==> src/rtl/inst_encoder_pkg.sv <==
// Shared RV32I opcode constants, field bundle and packing helpers for the instruction encoder.
package inst_encoder_pkg;

    localparam logic [6:0]  OP_R     = 7'b0110011;
    localparam logic [6:0]  OP_I     = 7'b0010011;
    localparam logic [6:0]  OP_LOAD  = 7'b0000011;
    localparam logic [6:0]  OP_JALR  = 7'b1100111;
    localparam logic [6:0]  OP_S     = 7'b0100011;
    localparam logic [6:0]  OP_B     = 7'b1100011;
    localparam logic [6:0]  OP_J     = 7'b1101111;
    localparam logic [31:0] NOP_WORD = 32'h0000_0013;

    typedef enum logic [2:0] {
        FMT_R   = 3'd0,
        FMT_I   = 3'd1,
        FMT_S   = 3'd2,
        FMT_B   = 3'd3,
        FMT_J   = 3'd4,
        FMT_BAD = 3'd5
    } fmt_e;

    typedef struct packed {
        logic [6:0]  opcode;
        logic [4:0]  rd;
        logic [4:0]  rs1;
        logic [4:0]  rs2;
        logic [2:0]  funct3;
        logic [6:0]  funct7;
        logic [31:0] imm;
    } fields_t;

    function automatic fmt_e op_fmt(input logic [6:0] op);
        fmt_e f;
        case (op)
            OP_R:                  f = FMT_R;
            OP_I, OP_LOAD, OP_JALR: f = FMT_I;
            OP_S:                  f = FMT_S;
            OP_B:                  f = FMT_B;
            OP_J:                  f = FMT_J;
            default:               f = FMT_BAD;
        endcase
        return f;
    endfunction

    // True when imm is representable as a two's-complement value of the given width.
    function automatic logic fits_signed(input logic [31:0] imm, input int unsigned width);
        logic [31:0] v;
        v = $signed(imm) >>> (width - 32'd1);
        return (v == 32'h0000_0000) || (v == 32'hFFFF_FFFF);
    endfunction

    function automatic logic [31:0] pack_inst(input fields_t f);
        logic [31:0] w;
        case (op_fmt(f.opcode))
            FMT_R:   w = {f.funct7, f.rs2, f.rs1, f.funct3, f.rd, f.opcode};
            FMT_I:   w = {f.imm[11:0], f.rs1, f.funct3, f.rd, f.opcode};
            FMT_S:   w = {f.imm[11:5], f.rs2, f.rs1, f.funct3, f.imm[4:0], f.opcode};
            FMT_B:   w = {f.imm[12], f.imm[10:5], f.rs2, f.rs1, f.funct3,
                          f.imm[4:1], f.imm[11], f.opcode};
            FMT_J:   w = {f.imm[20], f.imm[10:1], f.imm[11], f.imm[19:12], f.rd, f.opcode};
            default: w = NOP_WORD;
        endcase
        return w;
    endfunction

endpackage

==> src/rtl/inst_encoder_imm_range_check.sv <==
// Combinational immediate range/alignment check; unknown opcodes are always flagged.
module imm_range_check
    import inst_encoder_pkg::*;
(
    input  logic [6:0]  i_opcode,
    input  logic [31:0] i_imm,
    output logic        o_err
);

    // Branch and jump offsets must also be halfword aligned.
    always_comb begin
        o_err = 1'b1;
        case (op_fmt(i_opcode))
            FMT_R:        o_err = 1'b0;
            FMT_I, FMT_S: o_err = ~fits_signed(i_imm, 32'd12);
            FMT_B:        o_err = ~fits_signed(i_imm, 32'd13) | i_imm[0];
            FMT_J:        o_err = ~fits_signed(i_imm, 32'd21) | i_imm[0];
            default:      o_err = 1'b1;
        endcase
    end

endmodule

==> src/rtl/inst_encoder.sv <==
// Two-stage RV32I instruction packer with valid/ready handshakes, address counter and error count.
module inst_encoder
    import inst_encoder_pkg::*;
(
    input  logic        clk,
    input  logic        reset,
    input  logic        in_valid,
    output logic        in_ready,
    input  logic [6:0]  in_opcode,
    input  logic [4:0]  in_rd,
    input  logic [4:0]  in_rs1,
    input  logic [4:0]  in_rs2,
    input  logic [2:0]  in_funct3,
    input  logic [6:0]  in_funct7,
    input  logic [31:0] in_imm,
    output logic        out_valid,
    input  logic        out_ready,
    output logic [31:0] out_inst,
    output logic        out_err,
    output logic [31:0] out_addr,
    input  logic        addr_load,
    input  logic [31:0] addr_base,
    output logic [7:0]  err_cnt
);

    logic        r_s1_valid;
    fields_t     r_s1_fields;
    logic        r_s1_err;
    logic        r_s2_valid;
    logic [31:0] r_s2_inst;
    logic        r_s2_err;
    logic [31:0] r_addr;
    logic [7:0]  r_err_cnt;

    logic        w_s2_adv;
    logic        w_in_fire;
    logic        w_out_fire;
    logic        w_range_err;
    fields_t     w_in_fields;

    assign w_s2_adv   = ~r_s2_valid | out_ready;
    assign in_ready   = ~r_s1_valid | w_s2_adv;
    assign w_in_fire  = in_valid & in_ready;
    assign w_out_fire = r_s2_valid & out_ready;

    assign w_in_fields = '{opcode: in_opcode, rd: in_rd, rs1: in_rs1, rs2: in_rs2,
                           funct3: in_funct3, funct7: in_funct7, imm: in_imm};

    imm_range_check u_imm_chk (
        .i_opcode (in_opcode),
        .i_imm    (in_imm),
        .o_err    (w_range_err)
    );

    // Stage 1: capture raw fields and the range verdict.
    always_ff @(posedge clk or negedge reset) begin
        if (!reset) begin
            r_s1_valid  <= 1'b0;
            r_s1_fields <= '0;
            r_s1_err    <= 1'b0;
        end else if (w_in_fire) begin
            r_s1_valid  <= 1'b1;
            r_s1_fields <= w_in_fields;
            r_s1_err    <= w_range_err;
        end else if (w_s2_adv) begin
            r_s1_valid  <= 1'b0;
        end
    end

    // Stage 2: packed word, held while the consumer stalls.
    always_ff @(posedge clk or negedge reset) begin
        if (!reset) begin
            r_s2_valid <= 1'b0;
            r_s2_inst  <= 32'h0000_0000;
            r_s2_err   <= 1'b0;
        end else if (w_s2_adv) begin
            r_s2_valid <= r_s1_valid;
            if (r_s1_valid) begin
                r_s2_inst <= pack_inst(r_s1_fields);
                r_s2_err  <= r_s1_err;
            end
        end
    end

    // Address counter: a reload takes priority over the handshake increment.
    always_ff @(posedge clk or negedge reset) begin
        if (!reset) begin
            r_addr <= 32'h0000_0000;
        end else if (addr_load) begin
            r_addr <= addr_base;
        end else if (w_out_fire) begin
            r_addr <= r_addr + 32'd4;
        end
    end

    // Saturating count of errored words actually delivered.
    always_ff @(posedge clk or negedge reset) begin
        if (!reset) begin
            r_err_cnt <= 8'd0;
        end else if (w_out_fire && r_s2_err && (r_err_cnt != 8'hFF)) begin
            r_err_cnt <= r_err_cnt + 8'd1;
        end
    end

    assign out_valid = r_s2_valid;
    assign out_inst  = r_s2_inst;
    assign out_err   = r_s2_err;
    assign out_addr  = r_addr;
    assign err_cnt   = r_err_cnt;

endmodule

==> config.mk <==
export PLATFORM = sky130hd
export DESIGN_NAME = inst_encoder
export DESIGN_NICKNAME = d
export VERILOG_FILES = /design/src/rtl/inst_encoder_pkg.sv /design/src/rtl/inst_encoder_imm_range_check.sv /design/src/rtl/inst_encoder.sv
export SDC_FILE = /design/constraint.sdc
export NUM_CORES = 1
export LEC_CHECK = 0
export ABC_AREA = 1
export BUFFER_PORTS_ARGS = -buffer_cell sky130_fd_sc_hd__clkbuf_2
export CAP_MARGIN = 30
export CORE_MARGIN = 3
export CORE_UTILIZATION = 53
export DETAILED_ROUTE_END_ITERATION = 10
export PLACE_DENSITY = 0.8
export SLEW_MARGIN = 40
export SYNTH_ARGS = -nofsm -noshare
export SYNTH_HDL_FRONTEND = slang
export SYNTH_SLANG_ARGS = --single-unit
==> constraint.sdc <==
create_clock -name clk -period 2.2 [get_ports clk]
set_input_delay 0.44 -clock clk [delete_from_list [all_inputs] [get_ports clk]]
set_output_delay 0.44 -clock clk [all_outputs]
set_load 0.005 [all_outputs]
Word level (Yosys, flattened, before mapping):

Index checks and enable logic that the tools add are counted.

* output and inout port bits: 75
* word-level logic and storage cells: 79
* register bits: 129
* bits of input ports: 101

* mux-type cells: 10
* bitwise logic cells: 11
* eq/ne operators: 26
* reduce and logical (&&, ||, !) cells: 16
* $add $sub $neg: 2

Operator list (number)
* one-hot mux 32 bit (5 select lines): 1
* equality test 32 bit, second input constant: 3
* zero test 32 bit: 3
* 2-to-1 mux 32 bit: 2
* equality test 7 bit, second input constant: 6
* adder 32 x 3 -> 32 bit, second input constant: 1
* one-hot mux 3 bit (5 select lines): 2
* equality test 7 x 6 -> 1 bit, second input constant: 4
* equality test 7 x 2 -> 1 bit, second input constant: 2
* equality test 7 x 5 -> 1 bit, second input constant: 2
* equality test 3 x 2 -> 1 bit, second input constant: 4
* adder 8 x 1 -> 8 bit, second input constant: 1
* != test 8 bit, second input constant: 1
* equality test 3 x 1 -> 1 bit, second input constant: 2
* equality test 3 bit, second input constant: 2
* zero test 3 bit: 2
* 2-to-1 mux 3 bit: 2
* OR reduction 3 bit: 2
* inverter 1 bit: 5
* bitwise OR 1 bit: 4
* one-hot mux 1 bit (4 select lines): 1
* nonzero test 2 bit: 2
* logical OR 1 bit: 3
* bitwise AND 1 bit: 2
* other kinds (4): 6

Depth between registers and ports, before layout:

Gate-level depths: netlist of the first run.

* depth in word-level cells: 7
* mapped depth: 11
* gate-level depth less buffers: 11

By module:

A second synthesis of the first run with hierarchy kept.

* cells, all modules: 896
* area total of the unflattened synthesis: 6949.2 sq um

By module, submodules not included
* inst_encoder: cells an instance 828, times used 1, sequential area each 3228.1 sq um, area an instance 6610.1 sq um
* imm_range_check: cells an instance 68, times used 1, sequential area each 0.0 sq um, area an instance 339.1 sq um

Worst setup path before layout of the first run:

Ideal clock, no wire load.

* path type: register to register
* start point: register r_addr[2], in the netlist out_addr[2]
* end point: register r_addr[26], in the netlist out_addr[26]
* arrival time: 1481 ps
* path buffers: 0
* setup slack: 591 ps
* cell stages (with the launch flop): 11
* clock period less this slack: 1609 ps
* path through: dfrtp_1 ha_1 nand2_2 nor3_2 nand2_2 nor2_2 nand2_1 nand2_1 nand3_1 nand2_1 o21ai_1

* cells in the longest elaborated chain, start to end: 3

Ends and longest elaborated chain
* from (decl): line inst_encoder.sv:32 `logic [31:0] r_addr;`
* from (signal assigned): line inst_encoder.sv:90 `r_addr <= addr_base;`
* from (signal assigned): line inst_encoder.sv:92 `r_addr <= r_addr + 32'd4;`
* adder 32 x 3 -> 32 bit: line inst_encoder.sv:92
* 2-to-1 mux 32 bit: line inst_encoder.sv:91 `end else if (w_out_fire) begin`
* 2-to-1 mux 32 bit: line inst_encoder.sv:89 `end else if (addr_load) begin`

No other way between the ends. The select of a mux whose other input is x is not followed.
A chain may end at the register's enable or synchronous reset.

Worst setup path after layout of the first run:

* start point: register r_s2_valid, in the netlist out_valid
* end point: register r_s2_inst[4], in the netlist out_inst[4]

* cells in the longest elaborated chain, start to end: 3

Ends and longest elaborated chain
* from (decl): line inst_encoder.sv:29 `logic r_s2_valid;`
* from (signal assigned): line inst_encoder.sv:77 `r_s2_valid <= r_s1_valid;`
* inverter 1 bit: line inst_encoder.sv:41 `assign w_s2_adv = ~r_s2_valid | out_ready;`
* bitwise OR 1 bit: line inst_encoder.sv:41
* AND reduction 2 bit (no source line)
* to (signal assigned): line inst_encoder.sv:79 `r_s2_inst <= pack_inst(r_s1_fields);`
* to (decl): line inst_encoder.sv:30 `logic [31:0] r_s2_inst;`

No other way between the ends.

==> reports/qor.txt, run 1 <==
Mapped Cells = 857
Rel. slew slack = 47.8%
Endpoints failing hold = 0
Router iterations before antenna repair = 5
CP Depth = 5
Largest net degree at the start of global routing = 71
Worst vdd ir = 0.459 mV
Max stage delay cell, worst path = inv_1
Number of enable flip-flop cells after synthesis = 0
Fmax = 0.551 GHz
Initial DRC Count = 530
H-tree Lvls = 4
Unrepaired setup endpoints after global routing = false
Final setup viols = 0
Vias in the first global route = 6184
Type of origin of the critical path = flop
Start point of the critical path = out_valid
HPWL after DPL = 12900 um
Total power = 6930 uW
Clk slew on worst S/H paths = 60 ps
Clock root cell = clkbuf_16
Mapped Area = 0.00657 mm^2
Predominant post-synthesis flop cell = dfrtp_1
Synthesized Nets = 960
Final WS setup = 385 ps
Layout net count = 1140
Die Span X = 117 um
YS warnings = 0
Pre-CTS WS = 331 ps
Initial antenna violation count = 0
Die height = 117 um
R2R depth = 5
Initial core utilization = 54.4%
P per Cell Area = 840 mW/mm^2
CP arrival = 2110 ps
IO Port Bufs = 175
LEAKAGE = 0.00424 uW
WL final = 17500 um
Vias per inst = 5.16
Post-synth top area cell = dfrtp_1
Final ANT Viol Nets = 0
Core region area = 0.0121 mm^2
Max-slew violation count = 0
Distinct cells, synth = 36
Top Family by Delay on Critical Path = buffers and inverters
CP required = 2500 ps
Slowest Stage Delay on Critical Path = 570 ps
First-pass GRT wire length = 29600 um
Post-CTS Setup Inserts = 0
Rows = 40
Most used cell, CP = nand2_1
Worst path cell trace = nand2_1, nand2_1, inv_1, o21ai_1, o22a_1
DRC = 0
Final period util = 82.5%
Reg2reg start = out_valid
Post-cts sizing count = 0
Syn Area/Cell = 7.66 um^2
Wire per inst = 14.4 um
Worst min path class = input pin to async pin
Ranking of synthesized cells by area = dfrtp_1 (49%), nand2_1 (18%), inv_1 (4.7%)
Global route total overflow = 0
Element type at the critical path end = flop
GP Congestion = 0.934
Setup CP Type = flop to flop
Capture point of the worst reg-to-reg path = out_inst[4]
Top-area cell type share of the netlist area = 49.2%
Critical path capture point = out_inst[4]
GRT Resource Usage Total = 26.5%
CTS tree = done
Clk_lat worst skew = 420 ps
#FFs+latches synth = 129
Die area = 0.0138 mm^2
Asr flop ratio synth = 100%
Seq/Total Area, Yosys = 49.2%
Crit path time final = 1820 ps
Cts hold-fix bufs = 0
# clock sinks = 129
Worst-margin pin slew = 783 ps
Area growth syn-to-layout = 25.7%
Clock Tree Buf Depth = 2
CP max FO = 25
FF-to-FF setup slack = 380 ps
Via Count = 6272
Fillcell total = 1022
Sum Neg Setup Slack = 0 ps
Layout Skew = 9.23 ps
Crit path buf inv count = 1
Num CTS Buffers = 17
Maxcap violations = 0
Status = finished clean
Proportion of layout cells with a drive suffix above 1 = 23.4%
Ports = 176
Ant. Diodes = 0
==> registers in the layout, indices dropped and copies added (netlist names) <==
signal       count
out_err          1
out_valid        1
r_s1_fields     53
out_inst        32
err_cnt          8
out_addr        32
r_s1_valid       1
r_s1_err         1
==> metal layers <==
layer	global-route usage, %	share of wire, %	vias up	wire (um)
met1	35.0	43	2872	7460
met5	0	0	-	0
met4	12.7	3.3	0	584
met2	41.7	47	251	8180
li1	-	-	3103	-
met3	5.93	7.1	46	1240
==> cell families after synthesis <==
| logic type | Yosys count | share of synthesized area (%) |
|---|---|---|
| flops | 129 | 49.2 |
| simple gates | 471 | 30.3 |
| buf+inv | 116 | 6.75 |
| compound gates | 112 | 9.81 |
| xor+xnor | 26 | 3.47 |
| fa+ha+maj | 2 | 0.381 |
| mux | 1 | 0.171 |
==> layout by cell type (no fill, tap or decap), types with 3 or more instances in the layout <==
| cell | synthesis | final |
|---|---|---|
| nand2_1 | 308 | 308 |
| clkbuf_2 | 0 | 174 |
| dfrtp_1 | 129 | 129 |
| inv_1 | 83 | 83 |
| nor2_1 | 71 | 71 |
| o21ai_0 | 52 | 52 |
| nand3_1 | 37 | 37 |
| clkbuf_16 | 0 | 17 |
| o21ai_1 | 16 | 16 |
| xor2_1 | 16 | 16 |
| nor3_1 | 14 | 14 |
| nand4_1 | 13 | 13 |
| o22ai_1 | 12 | 12 |
| o211ai_1 | 12 | 12 |
| xnor2_1 | 10 | 10 |
| buf_4 | 1 | 10 |
| a21oi_1 | 7 | 7 |
| inv_2 | 5 | 6 |
| nand2_2 | 6 | 6 |
| nor2_2 | 5 | 5 |
| o221ai_1 | 5 | 5 |
| a22oi_1 | 5 | 5 |
| nand3_2 | 5 | 5 |
| nor3_2 | 4 | 4 |
| clkinv_2 | 0 | 4 |
| clkinvlp_4 | 0 | 3 |
| bufinv_16 | 0 | 3 |
| buf_12 | 0 | 3 |
==> synth_stat cells (6+ instances only) <==
cell type  number
a21oi_1         7
clkbuf_1       20
dfrtp_1       129
inv_1          83
nand2_1       308
nand2_2         6
nand3_1        37
nand4_1        13
nor2_1         71
nor3_1         14
o211ai_1       12
o21ai_0        52
o21ai_1        16
o22ai_1        12
xnor2_1        10
xor2_1         16
==> area by class of cell <==
cell class,count,area (um^2),share of cell area [%]
clock buffers,19,433,5.25
inverters,90,338,4.09
flip-flops and latches,129,3230,39.1
multi-input cells,612,2900,35.1
well taps,168,210,2.55
repair buffers,187,1010,12.2
clock inverters,11,141,1.71
==> how the worst min path moves through the flow <==
| stage | endpoint | slack [ps] | depth (start not counted) |
|---|---|---|---|
| after CTS | err_cnt[2] | 30 | 1 |
| after detailed placement | out_inst[26] | 470 | 2 |
| after global placement | out_addr[1] | 460 | 2 |
| after global routing | err_cnt[2] | 60 | 1 |
| final | err_cnt[2] | 20 | 1 |
| after floorplan | err_cnt[0] | 140 | 0 |
==> power breakdown <==
group	switching [uW]	internal [uW]	leakage [uW]
logic	720	474	0.00236
registers	296	2690	0.00161
clock network	995	1760	0.000274
total	2010	4920	0.00424
==> per-stage QoR <==
| step | std cells | area [um^2] | utilization, % | hold slack (ps) |
|---|---|---|---|---|
| finish | 1216 | 8250 | 68.4 | 17.6 |
| global route | 1216 | 8250 | 68.4 | 57.2 |
| CTS | 1216 | 8250 | 68.4 | 34.5 |
| detailed placement | 1186 | 7680 | 63.7 | 466 |
| global placement | 1186 | 7680 | 63.7 | 457 |
| floorplan | 857 | 6570 | - | 144 |
Note: power is estimated with default switching activity, not from simulation.
==> run 2, diff against run 1 <==
--- a/config.mk
+++ b/config.mk
@@ -5,13 +5,13 @@
 export SDC_FILE = /design/constraint.sdc
 export NUM_CORES = 1
 export LEC_CHECK = 0
-export ABC_AREA = 1
+export ABC_AREA = 0
 export BUFFER_PORTS_ARGS = -buffer_cell sky130_fd_sc_hd__clkbuf_2
 export CAP_MARGIN = 30
 export CORE_MARGIN = 3
-export CORE_UTILIZATION = 53
+export CORE_UTILIZATION = 47
 export DETAILED_ROUTE_END_ITERATION = 10
-export PLACE_DENSITY = 0.8
+export PLACE_DENSITY = 0.76
 export SLEW_MARGIN = 40
 export SYNTH_ARGS = -nofsm -noshare
 export SYNTH_HDL_FRONTEND = slang
==> constraint.sdc (replaced) <==
create_clock -name clk -period 1.6 [get_ports clk]
set_input_delay 0.32 -clock clk [delete_from_list [all_inputs] [get_ports clk]]
set_output_delay 0.32 -clock clk [all_outputs]
set_load 0.005 [all_outputs]
==> run 2 against run 1 <==
Compared with the run above:
- largest power group unchanged
- critical path type unchanged
- via count decreased by 15%
- the flow now finishes with violations (setup timing)
- combinational power increased by 50%
- first-iteration DRC count decreased by 32%
- non-clock buffer count grew 71
==> reports/qor.txt, run 2 <==
Reg2reg start = out_addr[4]
YS warnings = 0
Router iterations before antenna repair = 5
Vias per inst = 5.45
CP max FO = 18
Slowest Stage Delay on Critical Path = 540 ps
Power share of the sequential group = 41.3%
Crit path time final = 1820 ps
Commonest cells post-synth = dfrtp_1 (129), nand2_1 (74), mux2_2 (57)
Mapped Cells = 544
Area growth syn-to-layout = 43.5%
Final period util = 114%
CP arrival = 2110 ps
Number of flip-flops in the largest register = 53
Synthesized Nets = 647
Core region area = 0.0124 mm^2
Clock root cell = clkbuf_16
Initial antenna violation count = 0
Sw power = 2530 uW
Initial DRC Count = 363
Predominant post-synthesis flop cell = dfrtp_1
GP Congestion = 0.905
Vias in the first global route = 5445
Worst vdd ir = 0.754 mV
Clock network power share = 40.0%
Max stage delay cell, worst path = or4b_4
Fillcell total = 882
Worst hold path startpoint = addr_base[24]
Most frequent cells in the layout = clkbuf_2 (173), dfrtp_1 (127), nand2_1 (72), buf_4 (62), mux2_2 (57)
Fmax = 0.550 GHz
Most common cell in the synthesized netlist = dfrtp_1
Hold depth = 3
Worst min path class = input pin to flop
Top-area cell type share of the netlist area = 52.9%
Status = finished, violations left
LEAKAGE = 0.00404 uW
Total power = 9560 uW
Ranking of synthesized cells by area = dfrtp_1 (53%), mux2_2 (11%), nand2_1 (4.6%)
Ant. Diodes = 0
FF-to-FF setup slack = -220 ps
Largest net degree at the start of global routing = 68
Most common cell after layout, fill and taps aside = clkbuf_2
Layout Skew = 14.2 ps
P_int = 7020 uW
Sum Neg Setup Slack = -4000 ps
Initial core utilization = 49.3%
DRC = 0
Syn Area/Cell = 11.2 um^2
Die area = 0.0144 mm^2
Via Count = 5325
Element type at the critical path end = flop
WHS Endpoint = out_addr[24]
First-pass GRT wire length = 27100 um
# clock sinks = 129
Type of origin of the critical path = flop
Seq/Total Area, Yosys = 52.9%
H-tree Lvls = 4
Num CTS Buffers = 17
HPWL after DPL = 12400 um
Number of enable flip-flop cells after synthesis = 0
Global route total overflow = 0
Sw frac = 26.5%
Final ANT Viol Nets = 0
Asr flop ratio synth = 100%
Max-slew violation count = 0
IO Port Bufs = 175
Wire per inst = 17.5 um
GRT Resource Usage Total = 23.7%
Final setup viols = 42
Unrepaired setup endpoints after global routing = true
WL final = 17100 um
Maxcap violations = 0
Ports = 176
Die Span X = 120 um
Distinct cells, synth = 58
#FFs+latches synth = 129
Worst path cell trace = nand3_2, or4b_4, buf_12, nor4_2, xnor2_1, o21ai_1
Comb pwr share = 18.7%
Endpoints failing hold = 0
Capture point of the worst reg-to-reg path = out_addr[17]
Final WS setup = -219 ps
Die height = 120 um
Mapped Area = 0.00610 mm^2
CP required = 1900 ps
R2R depth = 6
Worst-margin pin slew = 382 ps
Largest Register = r_s1_fields
Clk_lat worst skew = 420 ps
Setup CP Type = flop to flop
Rows = 40
Post-synth top area cell = dfrtp_1
Clk slew on worst S/H paths = 60 ps
Layout net count = 899
Rel. slew slack = 74.4%
P per Cell Area = 1090 mW/mm^2
Clock Tree Buf Depth = 2
Violated checks = setup timing
CTS tree = done
Proportion of layout cells with a drive suffix above 1 = 50.2%
## run 2: worst max-delay path by stage
stage,start,end,slack [ps],cells after the start
floorplan,out_addr[5],out_addr[19],-220,7
global placement,out_addr[4],out_addr[29],-260,6
detailed placement,out_addr[4],out_addr[29],-320,6
CTS,out_addr[4],out_addr[30],-210,6
global route,out_addr[11],out_addr[21],-280,6
finish,out_addr[4],out_addr[17],-220,6
## run 2: layer usage
metal	routed length, um	GRT usage, %	up-vias
met5	0	0	-
met4	418	10.0	0
met3	1250	6.46	33
met2	8510	38.9	200
met1	6910	29.7	2619
li1	-	-	2473
## run 2: kinds of logic (layout without fill, tap and decap cells)
family / after synthesis / count (layout) / synth area share (%)
buffers and inverters: 36 / 301 / 2.52
and+or+nand+nor: 186 / 186 / 17.9
adders and majority gates: 2 / 2 / 0.410
DFF: 129 / 129 / 52.9
AOI/OAI and AO/OA: 97 / 97 / 10.4
muxes: 59 / 59 / 10.9
xor gates and xnor gates: 35 / 35 / 5.03
## run 2: what timing repair did
action                     in CTS  in global routing
buffers inserted                5                  7
hold buffers                    1                  0
setup endpoints to repair      45                 64
resized for setup              30                 35
hold endpoints to repair       17                  0
pin swaps                      14                 33
## run 2: area by class of cell
cell class / instances / area [um^2] / share of cell area [%]
sequential: 129 / 3230 / 36.9
tap: 168 / 210 / 2.40
clock buffer: 22 / 484 / 5.53
multi-input combinational: 379 / 3030 / 34.6
clock inverter: 10 / 108 / 1.23
inverter: 11 / 41.3 / 0.472
timing repair buffer: 258 / 1650 / 18.9
## run 2: critical path: cells and delay by family, from the launching register on
family	cells	cell delay [ps]
simple gates	3	880
flops	1	370
buf+inv	1	190
xor+xnor	1	160
compound gates	1	90
## run 2: power groups by stage
stage               Clock [uW]  Combinational, uW  Sequential (uW)
finish                    3820               1790             3950
detailed placement           0               1610             3980
global route              4090               1950             3990
global placement             0               1550             3940
CTS                       3900               1710             3920
floorplan                    0                698             3970
## run 2: metrics by stage
step / utilization [%] / cell area (um^2) / worst slack [ps] / cells / hold slack (ps)
floorplan: - / 6150 / -221 / 544 / 24.4
global placement: 62.6 / 7740 / -256 / 933 / 225
detailed placement: 62.6 / 7740 / -322 / 933 / 226
CTS: 69.0 / 8530 / -211 / 971 / 100
global route: 70.8 / 8750 / -278 / 977 / 115
finish: 70.8 / 8750 / -219 / 977 / 118
==> run 3, diff against run 2 <==
--- a/config.mk
+++ b/config.mk
@@ -7,11 +7,12 @@
 export LEC_CHECK = 0
 export ABC_AREA = 0
 export BUFFER_PORTS_ARGS = -buffer_cell sky130_fd_sc_hd__clkbuf_2
-export CAP_MARGIN = 30
+export CAP_MARGIN = 20
 export CORE_MARGIN = 3
-export CORE_UTILIZATION = 47
+export CORE_UTILIZATION = 49
+export CTS_BUF_LIST = sky130_fd_sc_hd__clkbuf_4 sky130_fd_sc_hd__clkbuf_8
 export DETAILED_ROUTE_END_ITERATION = 10
-export PLACE_DENSITY = 0.76
+export PLACE_DENSITY = 0.79
 export SLEW_MARGIN = 40
 export SYNTH_ARGS = -nofsm -noshare
 export SYNTH_HDL_FRONTEND = slang
==> constraint.sdc (replaced) <==
create_clock -name clk -period 1.6 [get_ports clk]
set_input_delay 0.32 -clock clk [delete_from_list [all_inputs] [get_ports clk]]
set_output_delay 0.32 -clock clk [all_outputs]
set_load 0.05 [all_outputs]
==> run 3 against run 2 <==
Compared with the run above:
- the run still ends with setup timing left
- hold slack lost 34 ps
- sequential power grew 1%
- highest routed layer unchanged
- critical path type unchanged
- wire length shrank 2.0%
- maximum frequency grew 1.4%
- critical endpoint is now out_addr[25]
- final area shrank 0.14%
- critical path depth is the same
==> reports/qor.txt, run 3 (synthesis results as in run 2) <==
Status = finished, violations left
Violated checks = setup timing
Worst vdd ir = 0.772 mV
Setup CP Type = flop to flop
Proportion of layout cells with a drive suffix above 1 = 53.2%
Wire per inst = 17.1 um
LEAKAGE = 0.00405 uW
Clock root cell = clkbuf_8
Initial DRC Count = 286
Storage cell area = 0.00326 mm^2
Final ANT Viol Nets = 0
Number of flip-flops in the largest register = 53
Initial antenna violation count = 0
# clock sinks = 129
Clk slew on worst S/H paths = 70 ps
Worst path cell trace = and3_1, or4b_4, buf_12, nor4_4, xnor2_1, o21ai_1
Unrepaired setup endpoints after global routing = true
Vias per inst = 5.42
Max stage delay cell, worst path = or4b_4
DRC = 0
Final period util = 112%
Sum Neg Setup Slack = -3460 ps
Cell count after placement = 926
Die height = 118 um
CP Depth = 6
Core region area = 0.0121 mm^2
Crit path time final = 1790 ps
Hold WS = 83.9 ps
Final setup viols = 34
Layout Skew = 7.71 ps
Die area = 0.0138 mm^2
Initial core utilization = 50.4%
Global route total overflow = 0
IO Port Bufs = 175
CP max FO = 18
Max-slew violation count = 0
Num CTS Buffers = 17
First-pass GRT wire length = 27400 um
HPWL after DPL = 12100 um
Maxcap violations = 0
Worst-margin pin slew = 494 ps
Clk_lat worst skew = 440 ps
Area growth syn-to-layout = 43.3%
Rows = 40
Worst min path class = input pin to flop
Die Span X = 118 um
Fmax = 0.558 GHz
Slowest Stage Delay on Critical Path = 480 ps
Most frequent cells in the layout = clkbuf_2 (164), dfrtp_1 (102), nand2_1 (72), buf_4 (63), mux2_2 (57)
Ant. Diodes = 0
Most common cell after layout, fill and taps aside = clkbuf_2
Core Util, Final = 72.2%
H-tree Lvls = 4
GRT Resource Usage Total = 24.6%
Rel. slew slack = 67.1%
Fin cells = 977
R2R depth = 6
CP arrival = 2120 ps
P per Cell Area = 1100 mW/mm^2
Hold depth = 3
Fillcell total = 859
Endpoints failing hold = 0
Layout net count = 900
Top Family by Delay on Critical Path = simple AND/OR/NAND/NOR gates
Largest Register = r_s1_fields
Router iterations before antenna repair = 5
Element type at the critical path end = flop
WL final = 16800 um
Crit path buf inv count = 1
Vias in the first global route = 5579
Type of origin of the critical path = flop
Ports = 176
Clock Tree Buf Depth = 2
CP required = 1930 ps
CTS tree = done
Final WS setup = -194 ps
GP Congestion = 0.866
Area taken by multi-input logic gates = 0.00305 mm^2
Via Count = 5291
Largest net degree at the start of global routing = 37
Finished Cell Area = 0.00874 mm^2
Dpl cell area = 0.00792 mm^2
## run 3: changes by cell type in the layout (fill, tap and decap cells not counted), sizes merged
cell and delta:
clkbuf -11, buf +9, inv -1, clkinvlp -1
bufinv +4
## run 3: through the flow
stage	power [uW]	setup slack, ps
after floorplan	5380	-454
final	9620	-194
after global routing	10100	-264
after global placement	6130	-114
after detailed placement	6210	-183
after CTS	9580	-180
## run 3: final cells by class
type / count / area share (%)
clock buffer: 19 / 2.92
clock inverter: 12 / 2.43
inverter: 11 / 0.515
multi-input combinational: 379 / 34.9
sequential: 129 / 37.3
tap: 168 / 2.40
timing repair buffer: 259 / 19.5
## run 3: worst reg2reg max path, stage by stage, from the launching register on
cell and delay, ps:
dfrtp_2 360, and3_1 180, or4b_4 480, buf_12 200, nor4_4 220, xnor2_1 170
o21ai_1 80
## run 3: what timing repair did
item,in CTS,in global routing
hold endpoints to repair,28,0
hold buffers,1,0
endpoints found under the setup margin,41,58
cloned,0,0
buffers inserted,8,15
gates resized for setup,18,42
pin swaps,13,30
## run 3: final timing paths
check / slack [ps] / start / to
max in group asynchronous: 680 / reset / r_s1_fields[63]
min reg2reg: 470 / err_cnt[5] / err_cnt[5]
min: 80 / addr_base[20] / out_addr[20]
max reg2reg: -190 / out_addr[9] / out_addr[25]
min in group asynchronous: 370 / reset / err_cnt[5]
max: -190 / out_addr[9] / out_addr[25]
## run 3: metal layers
| metal | GRT usage [%] | routed length [um] |
|---|---|---|
| met1 | 28.3 | 6630 |
| met2 | 43.1 | 8740 |
| met3 | 7.59 | 1080 |
| met4 | 9.82 | 306 |
| met5 | 0 | 0 |
## run 3: where the power goes
part / internal (uW) / switching (uW)
combinational: 911 / 1410
sequential: 3660 / 346
clock: 2050 / 1250
